**config.mk**
```make
export PLATFORM = sky130hd
export DESIGN_NAME = screen_seq_mux
export DESIGN_NICKNAME = d
export VERILOG_FILES = /design/src/rtl/screen_seq_mux_pkg.sv /design/src/rtl/screen_seq_mux_pipe_delay.sv /design/src/rtl/screen_seq_mux.sv
export SDC_FILE = /design/constraint.sdc
export NUM_CORES = 1
export LEC_CHECK = 0
export BUFFER_PORTS_ARGS = -buffer_cell sky130_fd_sc_hd__buf_2
export CAP_MARGIN = 20
export CORE_ASPECT_RATIO = 1.2
export CORE_MARGIN = 2
export CORE_UTILIZATION = 49
export CTS_CLUSTER_DIAMETER = 40
export DETAILED_ROUTE_END_ITERATION = 6
export PLACE_DENSITY = 0.79
export SLEW_MARGIN = 20
export SYNTH_ARGS = -nofsm -noshare
export SYNTH_HDL_FRONTEND = slang
export SYNTH_HIERARCHICAL = 1
export SYNTH_SLANG_ARGS = --single-unit
export TNS_END_PERCENT = 30
```
**constraint.sdc**
```tcl
create_clock -name pclk -period 2.5 [get_ports pclk]
set_clock_uncertainty 0.1 [all_clocks]
set_input_delay 0.125 -clock pclk [delete_from_list [all_inputs] [get_ports pclk]]
set_output_delay 0.125 -clock pclk [all_outputs]
set_load 0.01 [all_outputs]
```
**src/rtl/screen_seq_mux_pkg.sv**
```systemverilog
// Shared screen codes and small helpers for the screen sequencer.
package screen_pkg;

    localparam int SCR_W = 2;

    typedef enum logic [1:0] {
        SCR_IDLE  = 2'd0,
        SCR_WAIT  = 2'd1,
        SCR_PLAY  = 2'd2,
        SCR_SCORE = 2'd3
    } screen_t;

    // Saturating 16-bit frame counter increment.
    function automatic logic [15:0] sat_inc16(input logic [15:0] val);
        if (val == 16'hFFFF) begin
            return val;
        end else begin
            return val + 16'd1;
        end
    endfunction

endpackage

```
**src/rtl/screen_seq_mux_pipe_delay.sv**
```systemverilog
// Reset-to-zero shift register; DEPTH of zero degenerates to a wire.
module pipe_delay #(
    parameter int WIDTH = 8,
    parameter int DEPTH = 1
) (
    input  logic             clk,
    input  logic             rst,
    input  logic [WIDTH-1:0] din,
    output logic [WIDTH-1:0] dout
);

    generate
        if (DEPTH == 0) begin : g_pass
            assign dout = din;
        end else begin : g_sr
            logic [WIDTH-1:0] sr_r [DEPTH];

            // Shift the bus one stage per clock, clearing every stage on reset.
            always_ff @(posedge clk) begin
                if (rst) begin
                    for (int i = 0; i < DEPTH; i++) begin
                        sr_r[i] <= {WIDTH{1'b0}};
                    end
                end else begin
                    sr_r[0] <= din;
                    for (int i = 1; i < DEPTH; i++) begin
                        sr_r[i] <= sr_r[i-1];
                    end
                end
            end

            assign dout = sr_r[DEPTH-1];
        end
    endgenerate

endmodule

```
**src/rtl/screen_seq_mux.sv**
```systemverilog
// Frame-synchronous screen sequencer and pixel selector. Screen requests are
// held in a one-entry pending slot and only applied on a frame boundary so the
// displayed layer never changes mid-frame.
module screen_seq_mux
    import screen_pkg::*;
#(
    parameter int N_SCREENS      = 4,
    parameter int RGB_W          = 12,
    parameter int CNT_W          = 11,
    parameter int PIPE           = 2,
    parameter int TIMEOUT_FRAMES = 600
) (
    input  logic                       pclk,
    input  logic                       rst,
    input  logic [CNT_W-1:0]           hcount_in,
    input  logic [CNT_W-1:0]           vcount_in,
    input  logic                       hsync_in,
    input  logic                       vsync_in,
    input  logic                       hblnk_in,
    input  logic                       vblnk_in,
    input  logic [N_SCREENS*RGB_W-1:0] rgb_in,
    input  logic                       ev_play,
    input  logic                       ev_start,
    input  logic                       ev_over,
    input  logic                       ev_ack,
    output logic [CNT_W-1:0]           hcount_out,
    output logic [CNT_W-1:0]           vcount_out,
    output logic                       hsync_out,
    output logic                       vsync_out,
    output logic                       hblnk_out,
    output logic                       vblnk_out,
    output logic [RGB_W-1:0]           rgb_out,
    output logic [1:0]                 screen,
    output logic                       screen_chg,
    output logic [15:0]                wait_frames
);

    localparam int          BUS_W  = 2*CNT_W + 4 + RGB_W;
    localparam logic [15:0] TO_CNT = 16'(TIMEOUT_FRAMES);

    screen_t          screen_r;
    screen_t          pend_tgt_r;
    screen_t          req_tgt_s;
    logic             pend_vld_r;
    logic             req_vld_s;
    logic             prev_vblnk_r;
    logic             screen_chg_r;
    logic [15:0]      wait_frames_r;
    logic             fb_s;
    logic             timeout_s;
    logic [RGB_W-1:0] ch_s [N_SCREENS];
    logic [RGB_W-1:0] rgb_sel_s;
    logic [BUS_W-1:0] s1_r;
    logic [BUS_W-1:0] dly_s;

    assign fb_s      = vblnk_in & ~prev_vblnk_r;
    assign timeout_s = (TO_CNT != 16'd0) && (wait_frames_r == TO_CNT);

    // Work out which transition (if any) the current events ask for from the displayed screen.
    always_comb begin
        req_vld_s = 1'b0;
        req_tgt_s = screen_r;
        case (screen_r)
            SCR_IDLE: begin
                if (ev_play) begin
                    req_vld_s = 1'b1;
                    req_tgt_s = SCR_WAIT;
                end else begin
                    req_vld_s = 1'b0;
                end
            end
            SCR_WAIT: begin
                // Opponent start wins over a simultaneous timeout.
                if (ev_start) begin
                    req_vld_s = 1'b1;
                    req_tgt_s = SCR_PLAY;
                end else if (timeout_s) begin
                    req_vld_s = 1'b1;
                    req_tgt_s = SCR_IDLE;
                end else begin
                    req_vld_s = 1'b0;
                end
            end
            SCR_PLAY: begin
                if (ev_over) begin
                    req_vld_s = 1'b1;
                    req_tgt_s = SCR_SCORE;
                end else begin
                    req_vld_s = 1'b0;
                end
            end
            SCR_SCORE: begin
                if (ev_ack) begin
                    req_vld_s = 1'b1;
                    req_tgt_s = SCR_IDLE;
                end else begin
                    req_vld_s = 1'b0;
                end
            end
            default: begin
                req_vld_s = 1'b0;
                req_tgt_s = SCR_IDLE;
            end
        endcase
    end

    // Screen FSM: latch one pending request, apply it on the next frame boundary, count WAIT frames.
    always_ff @(posedge pclk) begin
        if (rst) begin
            screen_r      <= SCR_IDLE;
            pend_tgt_r    <= SCR_IDLE;
            pend_vld_r    <= 1'b0;
            prev_vblnk_r  <= 1'b0;
            screen_chg_r  <= 1'b0;
            wait_frames_r <= 16'd0;
        end else begin
            prev_vblnk_r <= vblnk_in;
            screen_chg_r <= 1'b0;
            if (fb_s && pend_vld_r) begin
                screen_r     <= pend_tgt_r;
                pend_vld_r   <= 1'b0;
                screen_chg_r <= 1'b1;
            end else if (!pend_vld_r && req_vld_s) begin
                pend_vld_r <= 1'b1;
                pend_tgt_r <= req_tgt_s;
            end
            if (fb_s && pend_vld_r && (pend_tgt_r == SCR_WAIT)) begin
                wait_frames_r <= 16'd0;
            end else if (fb_s && (screen_r == SCR_WAIT)) begin
                wait_frames_r <= sat_inc16(wait_frames_r);
            end
        end
    end

    genvar k;
    generate
        for (k = 0; k < N_SCREENS; k++) begin : g_ch
            assign ch_s[k] = rgb_in[k*RGB_W +: RGB_W];
        end
    endgenerate

    // Pick the layer for the displayed screen, blanking outside the active area.
    always_comb begin
        rgb_sel_s = {RGB_W{1'b0}};
        if (hblnk_in || vblnk_in) begin
            rgb_sel_s = {RGB_W{1'b0}};
        end else begin
            rgb_sel_s = ch_s[screen_r];
        end
    end

    // Stage 1: capture timing bus together with the selected pixel.
    always_ff @(posedge pclk) begin
        if (rst) begin
            s1_r <= {BUS_W{1'b0}};
        end else begin
            s1_r <= {hcount_in, vcount_in, hsync_in, vsync_in, hblnk_in, vblnk_in, rgb_sel_s};
        end
    end

    pipe_delay #(
        .WIDTH (BUS_W),
        .DEPTH (PIPE - 1)
    ) u_dly (
        .clk  (pclk),
        .rst  (rst),
        .din  (s1_r),
        .dout (dly_s)
    );

    assign {hcount_out, vcount_out, hsync_out, vsync_out, hblnk_out, vblnk_out, rgb_out} = dly_s;
    assign screen      = screen_r;
    assign screen_chg  = screen_chg_r;
    assign wait_frames = wait_frames_r;

endmodule
```
==> results by group <==
Placed design
  – Port buffer count: 136
  – Placed Area: 0.004541 mm²
  – Cell count after placement: 540
  – Routability cong.: 0.8756
  – Worst slack, placed: 0.4879 ns
  – Final HPWL from detailed placement: 5708 µm

Finish
  – Layout Cells excl Fill: 583
  – ANT cells: 0
  – Share of cells above drive strength 1: 41.34%
  – Layout net count: 568
  – Post-route cell area: 0.005000 mm²
  – Area growth syn-to-layout: 30.21%
  – Util after Layout: 65.24%

Synthesis
  – Synth Area in XOR/XNOR: 0%
  – Distinct cells, synth: 50
  – Synth Area in Compound Gates: 7.397%
  – Most common cell in the netlist: dfxtp_1
  – Predominant post-synthesis flop cell: dfxtp_1
  – Syn nets: 409
  – Adder-Cell Fraction of Synth Area: 0.6517%
  – Synth Instances: 327
  – Largest family of logic cells by synthesized area: simple AND/OR/NAND/NOR gates
  – Post-synthesis mux area share: 8.146%
  – Synth top area cells: dfxtp_1 (51%), nor2b_1 (8.8%), mux4_2 (7.6%)
  – Sequential area share after synthesis: 51.09%
  – Ys async rst share: 0%
  – EDFF count, synth: 0
  – Synth Warn #: 6
  – Top-area cell type share of the netlist area: 51.09%
  – Yosys top cell by area: dfxtp_1
  – Post-synth top cells: dfxtp_1 (98), nor2b_1 (54), nor2b_4 (20)
  – Synthesized area: 0.003840 mm²
  – Number of synthesized register bits: 98
  – Synthesized area per cell: 11.74 µm²
  – Simple-gate share of the synthesized area: 28.48%

Critical path
  – Worst setup EP type: flip-flop
  – Arr. time, crit path: 2.25 ns
  – Worst Path Max Fanout: 11
  – Setup CP Type: reg -> reg
  – CP startpoint kind: flip-flop
  – Req. time, crit path: 2.69 ns

STA
  – Final setup margin: 0.4355 ns
  – Final Cycle Share: 82.58%
  – Setup TNS: 0 ns
  – Min Hold Slack: 0.04656 ns
  – Slew headroom: 53.03%
  – Final hold viol count: 0
  – Fmax: 0.4844 GHz
  – Final worst path period need: 2.065 ns
  – Final setup fails: 0
  – Final slew viol count: 0
  – RSZ-0062 raised after global routing: no
  – Tightest Pin Transition: 0.6988 ns

Outcome
  – Status: finished clean

Clock network
  – Num CTS Buffers: 9
  – Max clock buf depth: 2
  – Setup Buffers After CTS: 0
  – Root Buffer: clkbuf_8
  – Worst skew pair latency: 0.35 ns
  – CTS Sinks: 98
  – H-tree levels: 3
  – Worst-path clk slew: 0.10 ns
  – CTS tree: built

Global route
  – First-pass GRT wire length: 13510 µm
  – Initial antenna violation count: 0
  – Overflow after GRT: 0
  – Largest net degree at the start of global routing: 71
  – GRT Util Overall: 19.74%
  – Number of global-route vias before repair: 2901

Routing
  – # DRC: 0
  – Post-DR vias/cell: 5.091
  – Drt wl/cell: 13.85 µm
  – First-iteration detailed-routing DRC count: 80
  – First-pass detailed-route iteration total: 4
  – Total wire length: 8073 µm
  – Via Count: 2968
  – Final ANT Viol Nets: 0

Floorplanning
  – CORE AREA: 0.007664 mm²
  – Die Area: 0.008564 mm²
  – Core Rows: 35
  – Die width: 84.81 µm
  – Die H: 101.0 µm
  – I/O Pins: 137
  – Initial core utilization: 50.11%

Run
  – Max cap viols: 0

Power and ir drop
  – Power Total: 2.873 mW
  – VDD IR max: 0.4045 mV
  – Cell Pwr Density: 574.5 mW/mm²
  – Pleak: 2.153 nW

Min path
  – Hold Crit Class: in -> reg
[metal layers]
| metal | up-vias | routed length, µm | track usage (%) | share of wire, % |
|---|---|---|---|---|
| li1 | 1475 | - | - | - |
| met1 | 1381 | 3454 | 24.08 | 43 |
| met2 | 96 | 4107 | 33.86 | 51 |
| met3 | 16 | 334 | 3.194 | 4.1 |
| met4 | 0 | 177 | 9.768 | 2.2 |
| met5 | - | 0 | 0 | 0 |
[repair_timing]
item / in CTS / in global routing
endpoints found under the hold margin: 27 / 0
hold buffers: 27 / 0
resized for setup: 0 / 0
[sequential cells by signal, summed over array words and instances, names as in the netlist]
| register | cells |
|---|---|
| s1_r | 38 |
| u_dly/g_sr.sr_r | 38 |
| screen_chg | 1 |
| screen | 2 |
| wait_frames | 16 |
| pend_vld_r | 1 |
| pend_tgt_r | 2 |
[worst paths after layout]
| kind | start | end | slack (ns) | cells past startpoint |
|---|---|---|---|---|
| max | wait_frames[3] | wait_frames[15] | 0.44 | 4 |
| min | ev_start | pend_vld_r | 0.05 | 3 |
| max reg2reg | wait_frames[3] | wait_frames[15] | 0.44 | 4 |
| min reg2reg | s1_r[21] | u_dly/g_sr.sr_r[0][21] | 0.34 | 1 |
[kinds of logic (layout without fill, tap and decap cells)]
group	after synthesis	after routing
DFF	98	98
AOI/OAI and AO/OA	44	44
and+or+nand+nor	144	144
muxes	15	15
buffers and inverters	24	188
adders and majority gates	2	2
[report_power, final]
group	total, mW	internal, mW	switching (mW)
registers	1.63	1.61	0.0165
clock network	0.970	0.392	0.578
logic	0.272	0.166	0.106
total	2.87	2.17	0.701
[worst max-delay path: stages, from the launching register on]
cell and delay (ns):
dfxtp_1 0.46, and4_1 0.30, nand4_1 0.34, or4_2 0.65, a21oi_1 0.15
[placed cells by master, fill, tap and decap left out, types with 2 or more instances in the layout]
cell type,synthesis,routed
dlygate4sd3_1,0,27
nand2b_1,2,2
or3b_2,3,3
ha_1,2,2
or3_1,4,4
buf_4,2,5
clkbuf_8,1,9
o41ai_1,2,2
inv_6,0,3
buf_2,6,135
a211oi_1,5,5
nor2_1,5,5
a21oi_1,17,17
mux2i_1,2,2
inv_8,0,3
nand2_1,7,7
nor2b_4,20,20
and2b_1,7,7
mux4_2,13,13
nor2b_1,54,54
or4_1,6,6
nand4_1,10,10
and4_1,3,3
nor3_1,2,2
o21ai_0,6,6
nand3_1,6,6
o31ai_1,7,7
dfxtp_1,98,98
nor4_1,2,2
inv_1,4,4
[final cells by class]
type                       instances  area (µm²)
multi-input combinational        205        1715
sequential                        98        1962
clock inverter                     7       65.06
inverter                           4       15.01
clock buffer                       9       123.9
fill                             630        2664
tap                               92       115.1
timing repair buffer             168        1003
(Power assumes the default switching activity.)
